$ cat config.mk
export PLATFORM = sky130hd
export DESIGN_NAME = energy_controller
export DESIGN_NICKNAME = d
export VERILOG_FILES = /design/src/rtl/energy_pkg.sv /design/src/rtl/frame_tick_detect.sv /design/src/rtl/energy_controller.sv
export SDC_FILE = /design/constraint.sdc
export NUM_CORES = 1
export LEC_CHECK = 0
export ABC_AREA = 1
export BUFFER_PORTS_ARGS = -buffer_cell sky130_fd_sc_hd__buf_2
export CAP_MARGIN = 5
export CORE_MARGIN = 5
export CORE_UTILIZATION = 49
export CTS_CLUSTER_DIAMETER = 100
export DETAILED_ROUTE_END_ITERATION = 12
export GPL_ROUTABILITY_DRIVEN = 0
export GPL_TIMING_DRIVEN = 0
export PLACE_DENSITY = 0.74
export SLEW_MARGIN = 5
export SYNTH_ARGS = -nofsm -noshare
export SYNTH_HDL_FRONTEND = slang
export SYNTH_HIERARCHICAL = 1
export SYNTH_SLANG_ARGS = --single-unit
$ cat constraint.sdc
create_clock -name CLK -period 1.45 [get_ports CLK]
set_input_delay 0.29 -clock CLK [delete_from_list [all_inputs] [get_ports CLK]]
set_output_delay 0.29 -clock CLK [all_outputs]
set_load 0.005 [all_outputs]
$ cat src/rtl/energy_pkg.sv
// Shared types and default sizing for the HUD energy controller.
// Optional passive regeneration is enabled by defining ENERGY_REGEN_EN.
package energy_pkg;

    localparam int         DEF_NUM_CELLS         = 5;
    localparam logic [3:0] DEF_PROG_MAX          = 4'd15;
    localparam int         DEF_CELL_FLASH_FRAMES = 8;
    localparam int         DEF_REGEN_FRAMES      = 30;

    typedef enum logic [1:0] {
        IDLE  = 2'd0,
        ADD   = 2'd1,
        SPEND = 2'd2
    } energy_state_t;

    // Width needed for a down/up counter that must hold the value max_val.
    function automatic int cnt_width(input int max_val);
        int w;
        w = $clog2(max_val + 1);
        if (w < 1) begin
            w = 1;
        end else begin
            w = w;
        end
        return w;
    endfunction

endpackage

$ cat src/rtl/frame_tick_detect.sv
// Turns the FRAME_CLK level, sampled as data on CLK, into a one-cycle tick
// on each rising edge.
module frame_tick_detect (
    input  logic CLK,
    input  logic RESET_H,
    input  logic FRAME_CLK,
    output logic FrameTick
);

    logic r_cur;
    logic r_prev;

    // Two-stage sample of the frame strobe: current and previous level.
    always_ff @(posedge CLK) begin
        if (RESET_H) begin
            r_cur  <= 1'b0;
            r_prev <= 1'b0;
        end else begin
            r_cur  <= FRAME_CLK;
            r_prev <= r_cur;
        end
    end

    assign FrameTick = r_cur & ~r_prev;

endmodule

$ cat src/rtl/energy_controller.sv
// Energy bar state owner: gain (valid/ready), spend (req/ack/nack), unit-by-unit
// fill with carry into cells, and cell-complete flash. ENERGY_REGEN_EN adds regen.
module energy_controller
    import energy_pkg::*;
#(
    parameter int         NUM_CELLS         = DEF_NUM_CELLS,
    parameter logic [3:0] PROG_MAX          = DEF_PROG_MAX,
    parameter int         CELL_FLASH_FRAMES = DEF_CELL_FLASH_FRAMES
`ifdef ENERGY_REGEN_EN
    ,
    parameter int         REGEN_FRAMES      = DEF_REGEN_FRAMES
`endif
) (
    input  logic                 CLK,
    input  logic                 RESET_H,
    input  logic                 FRAME_CLK,
    input  logic                 GainValid,
    input  logic [3:0]           GainAmt,
    output logic                 GainReady,
    input  logic                 SpendReq,
    output logic                 SpendAck,
    output logic                 SpendNack,
    output logic [NUM_CELLS-1:0] EnergyDone,
    output logic [3:0]           EnergyProgress,
    output logic                 EnergyFull,
    output logic                 CellFlash
);

    localparam int                 FLASH_W    = cnt_width(CELL_FLASH_FRAMES);
    localparam logic [FLASH_W-1:0] FLASH_LOAD = FLASH_W'(CELL_FLASH_FRAMES);
    localparam logic [FLASH_W-1:0] FLASH_ONE  = FLASH_W'(1);

    energy_state_t        r_state;
    energy_state_t        w_state_nxt;
    logic [3:0]           r_pending;
    logic [3:0]           w_pending_nxt;
    logic [NUM_CELLS-1:0] r_done;
    logic [NUM_CELLS-1:0] w_done_nxt;
    logic [3:0]           r_prog;
    logic [3:0]           w_prog_nxt;
    logic                 r_full;
    logic                 r_gain_ready;
    logic                 r_ack;
    logic                 r_nack;
    logic                 w_ack_nxt;
    logic                 w_nack_nxt;
    logic [FLASH_W-1:0]   r_flash_cnt;
    logic                 w_frame_tick;
    logic                 w_apply;
    logic                 w_spend;
    logic [NUM_CELLS-1:0] w_unit_done;
    logic [3:0]           w_unit_prog;
    logic                 w_unit_cell;
    logic                 w_cell_done;

`ifdef ENERGY_REGEN_EN
    localparam int                 REGEN_W    = cnt_width(REGEN_FRAMES);
    localparam logic [REGEN_W-1:0] REGEN_LAST = REGEN_W'(REGEN_FRAMES - 1);
    localparam logic [REGEN_W-1:0] REGEN_ONE  = REGEN_W'(1);

    logic [REGEN_W-1:0] r_regen_cnt;
    logic               r_regen_pending;
    logic               w_regen_clr;
`endif

    frame_tick_detect u_frame_tick (
        .CLK       (CLK),
        .RESET_H   (RESET_H),
        .FRAME_CLK (FRAME_CLK),
        .FrameTick (w_frame_tick)
    );

    // Result of applying one energy unit to the current bar state.
    always_comb begin
        w_unit_done = r_done;
        w_unit_prog = r_prog;
        w_unit_cell = 1'b0;
        if (&r_done) begin
            w_unit_prog = 4'd0;
        end else if (r_prog >= PROG_MAX) begin
            w_unit_prog = 4'd0;
            w_unit_done = {r_done[NUM_CELLS-2:0], 1'b1};
            w_unit_cell = 1'b1;
        end else begin
            w_unit_prog = r_prog + 4'd1;
        end
    end

    // Main FSM: decides per cycle whether a unit is applied or a cell spent.
    always_comb begin
        w_state_nxt   = r_state;
        w_pending_nxt = r_pending;
        w_apply       = 1'b0;
        w_spend       = 1'b0;
        w_ack_nxt     = 1'b0;
        w_nack_nxt    = 1'b0;
`ifdef ENERGY_REGEN_EN
        w_regen_clr   = 1'b0;
`endif
        case (r_state)
            IDLE: begin
                // A spend request wins over a simultaneous gain offer.
                if (SpendReq) begin
                    w_state_nxt = SPEND;
                end else if (GainValid) begin
                    if (r_gain_ready) begin
                        w_pending_nxt = GainAmt;
                        w_state_nxt   = ADD;
                    end else begin
                        w_state_nxt = IDLE;
                    end
                end else begin
`ifdef ENERGY_REGEN_EN
                    if (r_regen_pending) begin
                        w_apply     = 1'b1;
                        w_regen_clr = 1'b1;
                    end else begin
                        w_apply = 1'b0;
                    end
`else
                    w_apply = 1'b0;
`endif
                end
            end
            ADD: begin
                if (r_pending != 4'd0) begin
                    w_apply       = 1'b1;
                    w_pending_nxt = r_pending - 4'd1;
                end else begin
                    w_pending_nxt = 4'd0;
                end
                if (r_pending <= 4'd1) begin
                    w_state_nxt = IDLE;
                end else begin
                    w_state_nxt = ADD;
                end
            end
            SPEND: begin
                if (r_done[0]) begin
                    w_spend   = 1'b1;
                    w_ack_nxt = 1'b1;
                end else begin
                    w_nack_nxt = 1'b1;
                end
                w_state_nxt = IDLE;
            end
            default: begin
                w_state_nxt   = IDLE;
                w_pending_nxt = 4'd0;
            end
        endcase
    end

    // Next bar contents; spending removes the top filled cell and keeps progress.
    always_comb begin
        w_done_nxt  = r_done;
        w_prog_nxt  = r_prog;
        w_cell_done = 1'b0;
        if (w_apply) begin
            w_done_nxt  = w_unit_done;
            w_prog_nxt  = w_unit_prog;
            w_cell_done = w_unit_cell;
        end else if (w_spend) begin
            w_done_nxt = r_done >> 1;
        end else begin
            w_done_nxt = r_done;
        end
    end

    // FSM, bar state and handshake output registers.
    always_ff @(posedge CLK) begin
        if (RESET_H) begin
            r_state      <= IDLE;
            r_pending    <= 4'd0;
            r_done       <= '0;
            r_prog       <= 4'd0;
            r_full       <= 1'b0;
            r_gain_ready <= 1'b0;
            r_ack        <= 1'b0;
            r_nack       <= 1'b0;
        end else begin
            r_state      <= w_state_nxt;
            r_pending    <= w_pending_nxt;
            r_done       <= w_done_nxt;
            r_prog       <= w_prog_nxt;
            r_full       <= &w_done_nxt;
            r_gain_ready <= (w_state_nxt == IDLE);
            r_ack        <= w_ack_nxt;
            r_nack       <= w_nack_nxt;
        end
    end

    // Flash counter: reloads on every cell completion, counts frame ticks down to 0.
    always_ff @(posedge CLK) begin
        if (RESET_H) begin
            r_flash_cnt <= '0;
        end else if (w_cell_done) begin
            r_flash_cnt <= FLASH_LOAD;
        end else if (w_frame_tick && (r_flash_cnt != '0)) begin
            r_flash_cnt <= r_flash_cnt - FLASH_ONE;
        end else begin
            r_flash_cnt <= r_flash_cnt;
        end
    end

`ifdef ENERGY_REGEN_EN
    // Regen timer: one outstanding regen unit at most; a new event outranks a same-cycle clear.
    always_ff @(posedge CLK) begin
        if (RESET_H) begin
            r_regen_cnt     <= '0;
            r_regen_pending <= 1'b0;
        end else if (w_frame_tick && (r_regen_cnt == REGEN_LAST)) begin
            r_regen_cnt     <= '0;
            r_regen_pending <= 1'b1;
        end else begin
            if (w_frame_tick) begin
                r_regen_cnt <= r_regen_cnt + REGEN_ONE;
            end else begin
                r_regen_cnt <= r_regen_cnt;
            end
            if (w_regen_clr) begin
                r_regen_pending <= 1'b0;
            end else begin
                r_regen_pending <= r_regen_pending;
            end
        end
    end
`endif

    assign GainReady      = r_gain_ready;
    assign SpendAck       = r_ack;
    assign SpendNack      = r_nack;
    assign EnergyDone     = r_done;
    assign EnergyProgress = r_prog;
    assign EnergyFull     = r_full;
    assign CellFlash      = (r_flash_cnt != '0);

endmodule

==> results.json, run 1 <==
{
  "status": "finished, violations left",
  "violations": "negative setup slack",
  "grt_pass1_wl_um": 5009,
  "tns_ps": -9.847,
  "first_pass_iters": 4,
  "finalHoldViolCount": 0,
  "drtAntennaViolNets": 0,
  "grt_start_max_net_pins": 15,
  "antenna_found_initial": 0,
  "rows": 18,
  "max_cap_viol_count": 0,
  "syn_avg_cell_area_um2": 7.045,
  "grt-ovfl-total": 0,
  "cts_root_buf": "clkbuf_4",
  "cp.arrival_ps": 1170,
  "synth_top_area_share_pct": 38.61,
  "routed-via-count": 1269,
  "area_growth_pct": 20.17,
  "clk_latency_ps": 310,
  "cts_max_path_buffers": 2,
  "die_w_um": 61.44,
  "synth_seq_cells": 25,
  "synth_nets": 195,
  "start_util_pct": 51.85,
  "synth_top_family_by_area": "simple AND/OR/NAND/NOR gates",
  "synth_compound_area_share_pct": 11.00,
  "clock-sinks": 25,
  "drv_slew": 0,
  "critPathKind": "reg -> out",
  "die_y_um": 61.44,
  "period_share_pct": 100.7,
  "synthSimpleGateAreaFrac_pct": 36.87,
  "tightest_slew_ps": 431.2,
  "layout_setup_ws_ps": -9.847,
  "nFillCells": 243,
  "fin_skew_ps": 6.078,
  "cts_max_level": 1,
  "muxShareOfSynthArea_pct": 0,
  "fin_crit_ps": 1460,
  "wl_per_cell_um": 12.21,
  "n_antenna_cell": 0,
  "detailed_place.area_um2": 1444,
  "setup_viol_count_final": 1,
  "crit_fanout": 2,
  "first_iter_violations": 43,
  "postLayoutCellArea_um2": 1558,
  "syn_inst": 184,
  "final_nets": 226,
  "cts_tree": "done",
  "start_kind": "flip-flop",
  "irDropWorstVdd_v": 0.0005888,
  "ys.warnings.count": 6,
  "numPortBuffers": 22,
  "drive_gt1_share_pct": 30.84,
  "die_area_um2": 3774,
  "worstPathRequired_ps": 1160,
  "hold_path.class": "in -> reg",
  "path_clk_slew_ps": 140,
  "yosys-top-cells-area": "dfxtp_1 39%, nand2_1 13%, inv_1 6.1%",
  "yosys.area_share.adder_pct": 1.931,
  "fmax_mhz": 685.0,
  "core-area_um2": 2500,
  "dp_hpwl_um": 2238,
  "ys_seq_area_share_pct": 38.61,
  "power_density_nw_per_um2": 710.5,
  "grt_usage_pct": 17.94,
  "io_pins": 23,
  "drc": 0,
  "leakagePower_nw": 0.7518,
  "syn_area_um2": 1296,
  "synth_largest_area_cell": "dfxtp_1",
  "wl_um": 2979,
  "rsz0062_at_grt": "true",
  "grt_pass1_vias": 1208,
  "critPathCaptureType": "output port",
  "synth.distinct_cells": 25,
  "relSlewSlack_pct": 71.25,
  "synth-xor-area-share_pct": 2.027,
  "cts_made_buffers": 3,
  "viasPerCell": 5.201
}
-- flip-flops by register name, indices dropped and copies added (netlist names) --
| register | cells |
|---|---|
| EnergyDone | 5 |
| EnergyFull | 1 |
| EnergyProgress | 4 |
| GainReady | 1 |
| SpendAck | 1 |
| SpendNack | 1 |
| r_flash_cnt | 4 |
| r_pending | 4 |
| r_state | 2 |
| u_frame_tick/r_cur | 1 |
| u_frame_tick/r_prev | 1 |
-- synth_stat cells --
library cell and n:
a21oi_1 9, inv_1 21, o21ai_1 3, inv_2 3
nor2_1 20, nand2_2 5, nand3_1 11, nand2_1 45
o31ai_1 1, nand3_2 3, dfxtp_1 25, nand2_4 1
buf_2 2, nor2_2 1, or2_1 1, clkbuf_1 1
nor2_4 2, xor2_1 3, nor3_1 3, buf_12 1
or2_2 1, nand4_1 8, ha_1 2, o21ai_0 8
a21oi_2 4
-- where the power goes --
group	switching (mW)	total [mW]	internal (mW)
logic	0.0521	0.0847	0.0326
clock network	0.207	0.310	0.103
registers	0.0120	0.712	0.700
total	0.271	1.11	0.836
-- worst max-delay path, cell delays in order, from the launching register on --
cell	delay [ps]
dfxtp_2	350
inv_2	60
ha_4	130
inv_2	40
nor2_4	90
nand2_2	60
buf_2	130
-- repair_timing --
| item | in CTS | in global routing |
|---|---|---|
| endpoints found under the setup margin | 3 | 5 |
| gates resized for setup | 10 | 9 |
| pin swaps | 2 | 1 |
| gates cloned | 0 | 0 |
| hold buffers | 0 | 0 |
| buffers inserted | 3 | 1 |
-- per-stage QoR --
stage	worst slack [ps]	hold WS (ps)	cells	util [%]	total power [mW]
floorplan	106.5	359.1	184	-	0.7779
global placement	26.04	422.4	236	57.76	0.8048
detailed placement	11.16	438.5	236	57.76	0.8103
CTS	-43.89	168.1	243	60.86	1.119
global route	-81.60	148.7	244	62.31	1.179
finish	-9.847	176.0	244	62.31	1.107
-- final cells by class --
type | count | area [um^2] | share of cell area (%)
inverter | 24 | 90.09 | 5.783
timing repair buffer | 26 | 140.1 | 8.996
sequential | 25 | 506.7 | 32.53
buffer | 4 | 33.78 | 2.169
clock buffer | 3 | 22.52 | 1.446
multi-input combinational | 131 | 721.9 | 46.35
clock inverter | 1 | 5.005 | 0.3213
tap | 30 | 37.54 | 2.410
-- per-layer routing --
layer	GRT usage [%]	routed length, um	share of wire, %
met1	22.93	1380	46
met2	29.46	1381	46
met3	3.774	173	5.8
met5	0	0	0
met4	7.273	43	1.4
-- worst paths after layout --
path	slack [ps]	start	to	cells past startpoint
setup / recovery	-10	r_flash_cnt[1]	CellFlash	6
setup reg to reg	0	r_flash_cnt[1]	r_flash_cnt[1]	9
hold / removal	180	FRAME_CLK	u_frame_tick/r_cur	3
hold reg to reg	450	u_frame_tick/r_cur	u_frame_tick/r_prev	2
-- cells in the final DEF (no fill, tap or decap), types with 5 or more instances in the layout --
master   Yosys  routed
inv_1       21      17
o21ai_0      8       7
dfxtp_1     25      20
a21oi_1      9       9
inv_2        3       7
buf_2        2      24
nand4_1      8       8
dfxtp_2      0       5
nand2_1     45      44
nor2_1      20      19
nand3_1     11      11
nand2_2      5       6
-- kinds of logic (layout without fill, tap and decap cells) --
logic type | Yosys count | in the layout
buf+inv | 28 | 58
simple gates | 101 | 101
compound gates | 25 | 25
xor+xnor | 3 | 3
fa+ha+maj | 2 | 2
flops | 25 | 25
(Power assumes the default switching activity.)
==> run 2, diff against run 1 <==
--- a/config.mk
+++ b/config.mk
@@ -8,13 +8,16 @@
 export ABC_AREA = 1
 export BUFFER_PORTS_ARGS = -buffer_cell sky130_fd_sc_hd__buf_2
 export CAP_MARGIN = 5
+export CELL_PAD_IN_SITES_DETAIL_PLACEMENT = 1
+export CELL_PAD_IN_SITES_GLOBAL_PLACEMENT = 2
+export CORE_ASPECT_RATIO = 0.8
 export CORE_MARGIN = 5
-export CORE_UTILIZATION = 49
+export CORE_UTILIZATION = 32
 export CTS_CLUSTER_DIAMETER = 100
 export DETAILED_ROUTE_END_ITERATION = 12
 export GPL_ROUTABILITY_DRIVEN = 0
 export GPL_TIMING_DRIVEN = 0
-export PLACE_DENSITY = 0.74
+export PLACE_DENSITY_LB_ADDON = 0.1
 export SLEW_MARGIN = 5
 export SYNTH_ARGS = -nofsm -noshare
 export SYNTH_HDL_FRONTEND = slang
==> constraint.sdc (replaced) <==
create_clock -name CLK -period 1.8 [get_ports CLK]
set_input_delay 0.36 -clock CLK [delete_from_list [all_inputs] [get_ports CLK]]
set_output_delay 0.36 -clock CLK [all_outputs]
set_load 0.005 [all_outputs]
==> run 2 against run 1 <==
Against the previous run: the flow now finishes without violations; final cell count rose by 8.6%; critical path depth did not move; register-to-register slack improved by 270 ps; critical endpoint unchanged.
==> results.json, run 2 (synthesis gave the netlist of run 1 again) <==
{
  "drtAntennaViolNets": 0,
  "clk_latency_ps": 270,
  "p_comb_share_pct": 7.0,
  "grt-ovfl-total": 0,
  "worstPathRequired_ps": 1440,
  "postLayoutCellArea_um2": 1523,
  "critPathCaptureType": "output port",
  "critPathMaxStageDelay_ps": 320,
  "cp.arrival_ps": 1280,
  "cp-startpoint": "r_flash_cnt[0]",
  "fin_crit_ps": 1641,
  "clock-sinks": 25,
  "start_kind": "flip-flop",
  "intPower_uw": 747.3,
  "p_seq_share_pct": 58.3,
  "power_density_nw_per_um2": 644.3,
  "cts_max_path_buffers": 2,
  "detailed_place.area_um2": 1475,
  "crit_cells": 6,
  "dp_hpwl_um": 2624,
  "rr_endpoint": "r_flash_cnt[1]",
  "max_cap_viol_count": 0,
  "grt_start_max_net_pins": 14,
  "grt_pass1_vias": 1304,
  "core-area_um2": 3854,
  "setup_viol_count_final": 0,
  "cts_setup_buffers": 0,
  "critPathKind": "reg -> out",
  "viasPerCell": 4.675,
  "critPathCapture": "CellFlash",
  "path_clk_slew_ps": 80,
  "reg2reg_slack_ps": 270,
  "rsz0062_at_grt": "false",
  "cts_tree": "done",
  "r2r.worst_path.cells": 8,
  "fmax_mhz": 609.4,
  "irDropWorstVdd_v": 0.0003455,
  "cp_cell_sequence": "inv_1 -> ha_1 -> inv_1 -> nor2_2 -> nand2_1 -> buf_2",
  "period_share_pct": 91.17,
  "r2r-start": "r_flash_cnt[0]",
  "critPathTopFamily": "flip-flops",
  "min_delay_path_depth": 3,
  "grt_usage_pct": 14.57,
  "nFillCells": 513,
  "n_antenna_cell": 0,
  "antenna_found_initial": 0,
  "start_util_pct": 33.64,
  "wl_um": 3400,
  "die_y_um": 66.93,
  "rows": 20,
  "drive_gt1_share_pct": 23.33,
  "first_iter_violations": 64,
  "wl_per_cell_um": 12.83,
  "cts_made_buffers": 3,
  "leakagePower_nw": 0.7359,
  "finalHoldViolCount": 0,
  "first_pass_iters": 4,
  "grt_pass1_wl_um": 6058,
  "tns_ps": 0,
  "cts_root_buf": "clkbuf_8",
  "numPortBuffers": 22,
  "placed_cells": 261,
  "min_from": "FRAME_CLK",
  "area_growth_pct": 17.47,
  "final_nets": 222,
  "cts_max_level": 1,
  "crit_path_top_delay_cell": "dfxtp_1",
  "hold_path.class": "in -> reg",
  "die_area_um2": 5431,
  "layout_common_cells": "45 x nand2_1, 25 x dfxtp_1, 24 x buf_2",
  "relSlewSlack_pct": 66.17,
  "final_common_cell": "nand2_1",
  "drv_slew": 0,
  "routed-via-count": 1239,
  "cts-resized-gates": 0,
  "io_pins": 23,
  "drc": 0,
  "fin_skew_ps": 10.22,
  "final_cells": 265,
  "cp_num_buf_inv": 3,
  "tightest_slew_ps": 507.4,
  "clock_power_share_pct": 34.7,
  "crit_top_cell": "inv_1",
  "ctsHoldBuffers": 0,
  "crit_fanout": 4,
  "largest_register_ffs": 5,
  "die_w_um": 81.16,
  "status": "completed",
  "swShare_pct": 23.83,
  "p_switching_uw": 233.8
}
[run 2: power by group through the flow]
| stage | clock (mW) | sequential, mW | combinational (mW) |
|---|---|---|---|
| 2_1_floorplan | 0 | 0.583 | 0.0433 |
| 3_3_place_gp | 0 | 0.584 | 0.0680 |
| 3_5_place_dp | 0 | 0.585 | 0.0702 |
| 4_1_cts | 0.360 | 0.572 | 0.0705 |
| 5_1_grt | 0.376 | 0.574 | 0.0796 |
| 6_report | 0.340 | 0.572 | 0.0684 |
[run 2: how the worst min path moves through the flow]
| stage | endpoint | slack [ps] |
|---|---|---|
| 2_1_floorplan | u_frame_tick/r_prev | 410 |
| 3_3_place_gp | u_frame_tick/r_prev | 420 |
| 3_5_place_dp | u_frame_tick/r_prev | 430 |
| 4_1_cts | u_frame_tick/r_cur | 290 |
| 5_1_grt | u_frame_tick/r_cur | 290 |
| 6_report | u_frame_tick/r_cur | 300 |
[run 2: through the flow]
| stage | hold slack (ps) | util [%] | power [mW] | setup WS [ps] |
|---|---|---|---|---|
| floorplan | 410.4 | - | 0.6267 | 456.5 |
| global placement | 419.7 | 38.28 | 0.6525 | 319.4 |
| detailed placement | 434.2 | 38.28 | 0.6554 | 275.7 |
| CTS | 286.5 | 39.45 | 1.003 | 87.27 |
| global route | 291.7 | 39.51 | 1.030 | 13.69 |
| finish | 296.9 | 39.51 | 0.9811 | 158.9 |
[run 2: area by class of cell]
class,count,area (um^2),area share [%]
well taps,55,68.82,4.519
repair buffers,22,110.1,7.231
flip-flops and latches,25,500.5,32.87
plain buffers,4,33.78,2.219
multi-input cells,131,674.4,44.29
inverters,24,90.09,5.916
clock buffers,4,45.04,2.958
[run 2: tightest hold or removal path, delay by kind of cell]
kind | cells | cell delay, ps
simple gates | 1 | 60
buf+inv | 2 | 110
[run 2: metal layers]
| layer | wire length, um | track usage, % | up-vias |
|---|---|---|---|
| met4 | 19 | 2.743 | 0 |
| met2 | 1537 | 23.87 | 17 |
| li1 | - | - | 641 |
| met3 | 114 | 3.514 | 2 |
| met1 | 1728 | 19.45 | 579 |
| met5 | 0 | 0 | - |
==> run 3, diff against run 2 <==
--- a/config.mk
+++ b/config.mk
@@ -5,14 +5,14 @@
 export SDC_FILE = /design/constraint.sdc
 export NUM_CORES = 1
 export LEC_CHECK = 0
-export ABC_AREA = 1
+export ABC_AREA = 0
 export BUFFER_PORTS_ARGS = -buffer_cell sky130_fd_sc_hd__buf_2
 export CAP_MARGIN = 5
 export CELL_PAD_IN_SITES_DETAIL_PLACEMENT = 1
 export CELL_PAD_IN_SITES_GLOBAL_PLACEMENT = 2
 export CORE_ASPECT_RATIO = 0.8
 export CORE_MARGIN = 5
-export CORE_UTILIZATION = 32
+export CORE_UTILIZATION = 34
 export CTS_CLUSTER_DIAMETER = 100
 export DETAILED_ROUTE_END_ITERATION = 12
 export GPL_ROUTABILITY_DRIVEN = 0
==> run 3 against run 2 <==
Against the previous run: critical endpoint unchanged; cell area is 9.8% lower; critical path depth is 2 lower; global-route usage is 1.9 points lower; register-to-register slack worse by 160 ps; fmax is 5.1% lower; final cell count is 26% lower; total power is 0.83% lower; clock-buffer cell count is 1 lower; highest routed layer unchanged; sequential share of layout area is 3.7 points higher; worst setup slack worse by 88 ps; synthesized area is 12% lower.
==> results.json, run 3 <==
{
  "dp_slack_ps": 100.1,
  "drc": 0,
  "irDropWorstVdd_v": 0.0003399,
  "worstPathRequired_ps": 1440,
  "ctsHoldBuffers": 0,
  "grt_start_max_net_pins": 15,
  "placed_cells": 194,
  "layout_common_cells": "24 x dfxtp_1, 22 x buf_2, 20 x nor2_1",
  "grt_pass1_vias": 972,
  "finalPower_uw": 972.9,
  "setup_viol_count_final": 0,
  "synth_top_area_share_pct": 43.67,
  "synth_largest_area_cell": "dfxtp_1",
  "clock-sinks": 25,
  "rows": 18,
  "viasPerCell": 5.401,
  "synth_nets": 143,
  "grt_usage_pct": 12.66,
  "status": "completed",
  "cts_setup_buffers": 0,
  "dp_hpwl_um": 2170,
  "first_iter_violations": 44,
  "layout_setup_ws_ps": 71.36,
  "path_clk_slew_ps": 90,
  "die_y_um": 61.93,
  "hold_path.class": "in -> reg",
  "final_cells": 197,
  "start_kind": "flip-flop",
  "fin_crit_ps": 1729,
  "io_pins": 23,
  "leakagePower_nw": 0.5769,
  "area_growth_pct": 19.87,
  "critPathKind": "reg -> out",
  "drv_slew": 0,
  "cts_max_path_buffers": 2,
  "cts_made_buffers": 3,
  "synth.distinct_cells": 41,
  "synth_seq_cells": 25,
  "clk_latency_ps": 270,
  "rsz0062_at_grt": "false",
  "die_w_um": 74.91,
  "drtAntennaViolNets": 0,
  "grt_pass1_wl_um": 4519,
  "cp.arrival_ps": 1370,
  "routed-via-count": 1064,
  "wl_um": 2814,
  "final_nets": 169,
  "first_pass_iters": 4,
  "yosysMostFrequentCell": "dfxtp_1",
  "multiInputGateArea_um2": 646.9,
  "wl_per_cell_um": 14.28,
  "drive_gt1_share_pct": 25.48,
  "power_density_nw_per_um2": 708.2,
  "n_antenna_cell": 0,
  "cts_max_level": 1,
  "synthArstFlopShare_pct": 0,
  "yosys-top-cells-area": "dfxtp_1 44%, nor2_1 6.6%, a21oi_1 4.8%",
  "final_common_cell": "dfxtp_1",
  "tightest_slew_ps": 528.2,
  "ys_seq_area_share_pct": 43.67,
  "critPathCaptureType": "output port",
  "cts_root_buf": "clkbuf_8",
  "fmax_mhz": 578.5,
  "core-area_um2": 3153,
  "fin_skew_ps": 4.702,
  "die_area_um2": 4639,
  "synthTopCellsByCount": "25 x dfxtp_1, 20 x nor2_1, 11 x a21oi_1",
  "cts_tree": "done",
  "largest_register_ffs": 5,
  "tns_ps": 0,
  "ys.warnings.count": 6,
  "start_util_pct": 36.35,
  "finalHoldViolCount": 0,
  "seqCellArea_um2": 501.7,
  "syn_inst": 132,
  "period_share_pct": 96.04,
  "synth_edf_count": 0,
  "syn_area_um2": 1146,
  "hold_ws_ps": 301.8,
  "crit_fanout": 4,
  "relSlewSlack_pct": 64.48,
  "syn_avg_cell_area_um2": 8.683,
  "grt-ovfl-total": 0,
  "nFillCells": 381,
  "synth_flop_cell": "dfxtp_1",
  "numPortBuffers": 22,
  "max_cap_viol_count": 0,
  "antenna_found_initial": 0
}
-- run 3: cell types whose count changed in the layout (fill, tap and decap cells not counted), sizes merged, moves of 8 or more --
| cell | delta |
|---|---|
| nand4 | -8 |
| nand2 | -41 |
| nand3 | -10 |
| inv | -21 |
-- run 3: path summary, 6_finish.rpt --
check                      from                   to  slack (ps)  depth (start not counted)
max reg2reg        r_pending[1]       r_flash_cnt[1]         110                          5
min                   FRAME_CLK   u_frame_tick/r_cur         300                          2
max              r_flash_cnt[0]            CellFlash          70                          4
min reg2reg  u_frame_tick/r_cur  u_frame_tick/r_prev         470                          1
-- run 3: critical path: stages, from the launching register on --
cell and delay (ps):
dfxtp_1 330, inv_2 80, ha_4 140, or3b_4 400, buf_2 140
-- run 3: where the power goes --
group	internal (mW)	switching, mW
Combinational	0.0289	0.0379
Clock	0.155	0.180
Sequential	0.562	0.00968
-- run 3: metrics by stage --
stage | area, um^2 | util, %
final | 1374 | 43.57
after detailed placement | 1306 | 41.43
after CTS | 1368 | 43.37
after global placement | 1306 | 41.43
after global routing | 1374 | 43.57
after floorplan | 1146 | -
-- run 3: timing repair --
action,CTS,global route
resized for setup,3,5
setup endpoints to repair,1,6
pin swaps,1,0
-- run 3: per-layer routing --
layer | wire [um] | global-route usage [%] | up-vias
met5 | 0 | 0 | -
met2 | 1308 | 21.71 | 17
li1 | - | - | 525
met4 | 17 | 2.284 | 0
met1 | 1350 | 15.96 | 520
met3 | 138 | 3.859 | 2
-- run 3: area by class of cell --
cell class                      count  share of cell area [%]
Multi-Input combinational cell    101                   47.09
Buffer                              2                  0.5464
Timing Repair Buffer               22                   8.015
Tap cell                           40                   3.643
Clock buffer                        3                   3.005
Sequential cell                    25                   36.52
Inverter                            3                  0.8197
Clock inverter                      1                  0.3643
-- run 3: logic make-up after synthesis --
kind of cell	count (synthesis)	share of synthesized area, %
mux	1	0.8734
fa+ha+maj	2	2.183
buf+inv	6	1.965
simple gates	63	31.33
xor+xnor	3	2.293
flops	25	43.67
compound gates	32	17.69
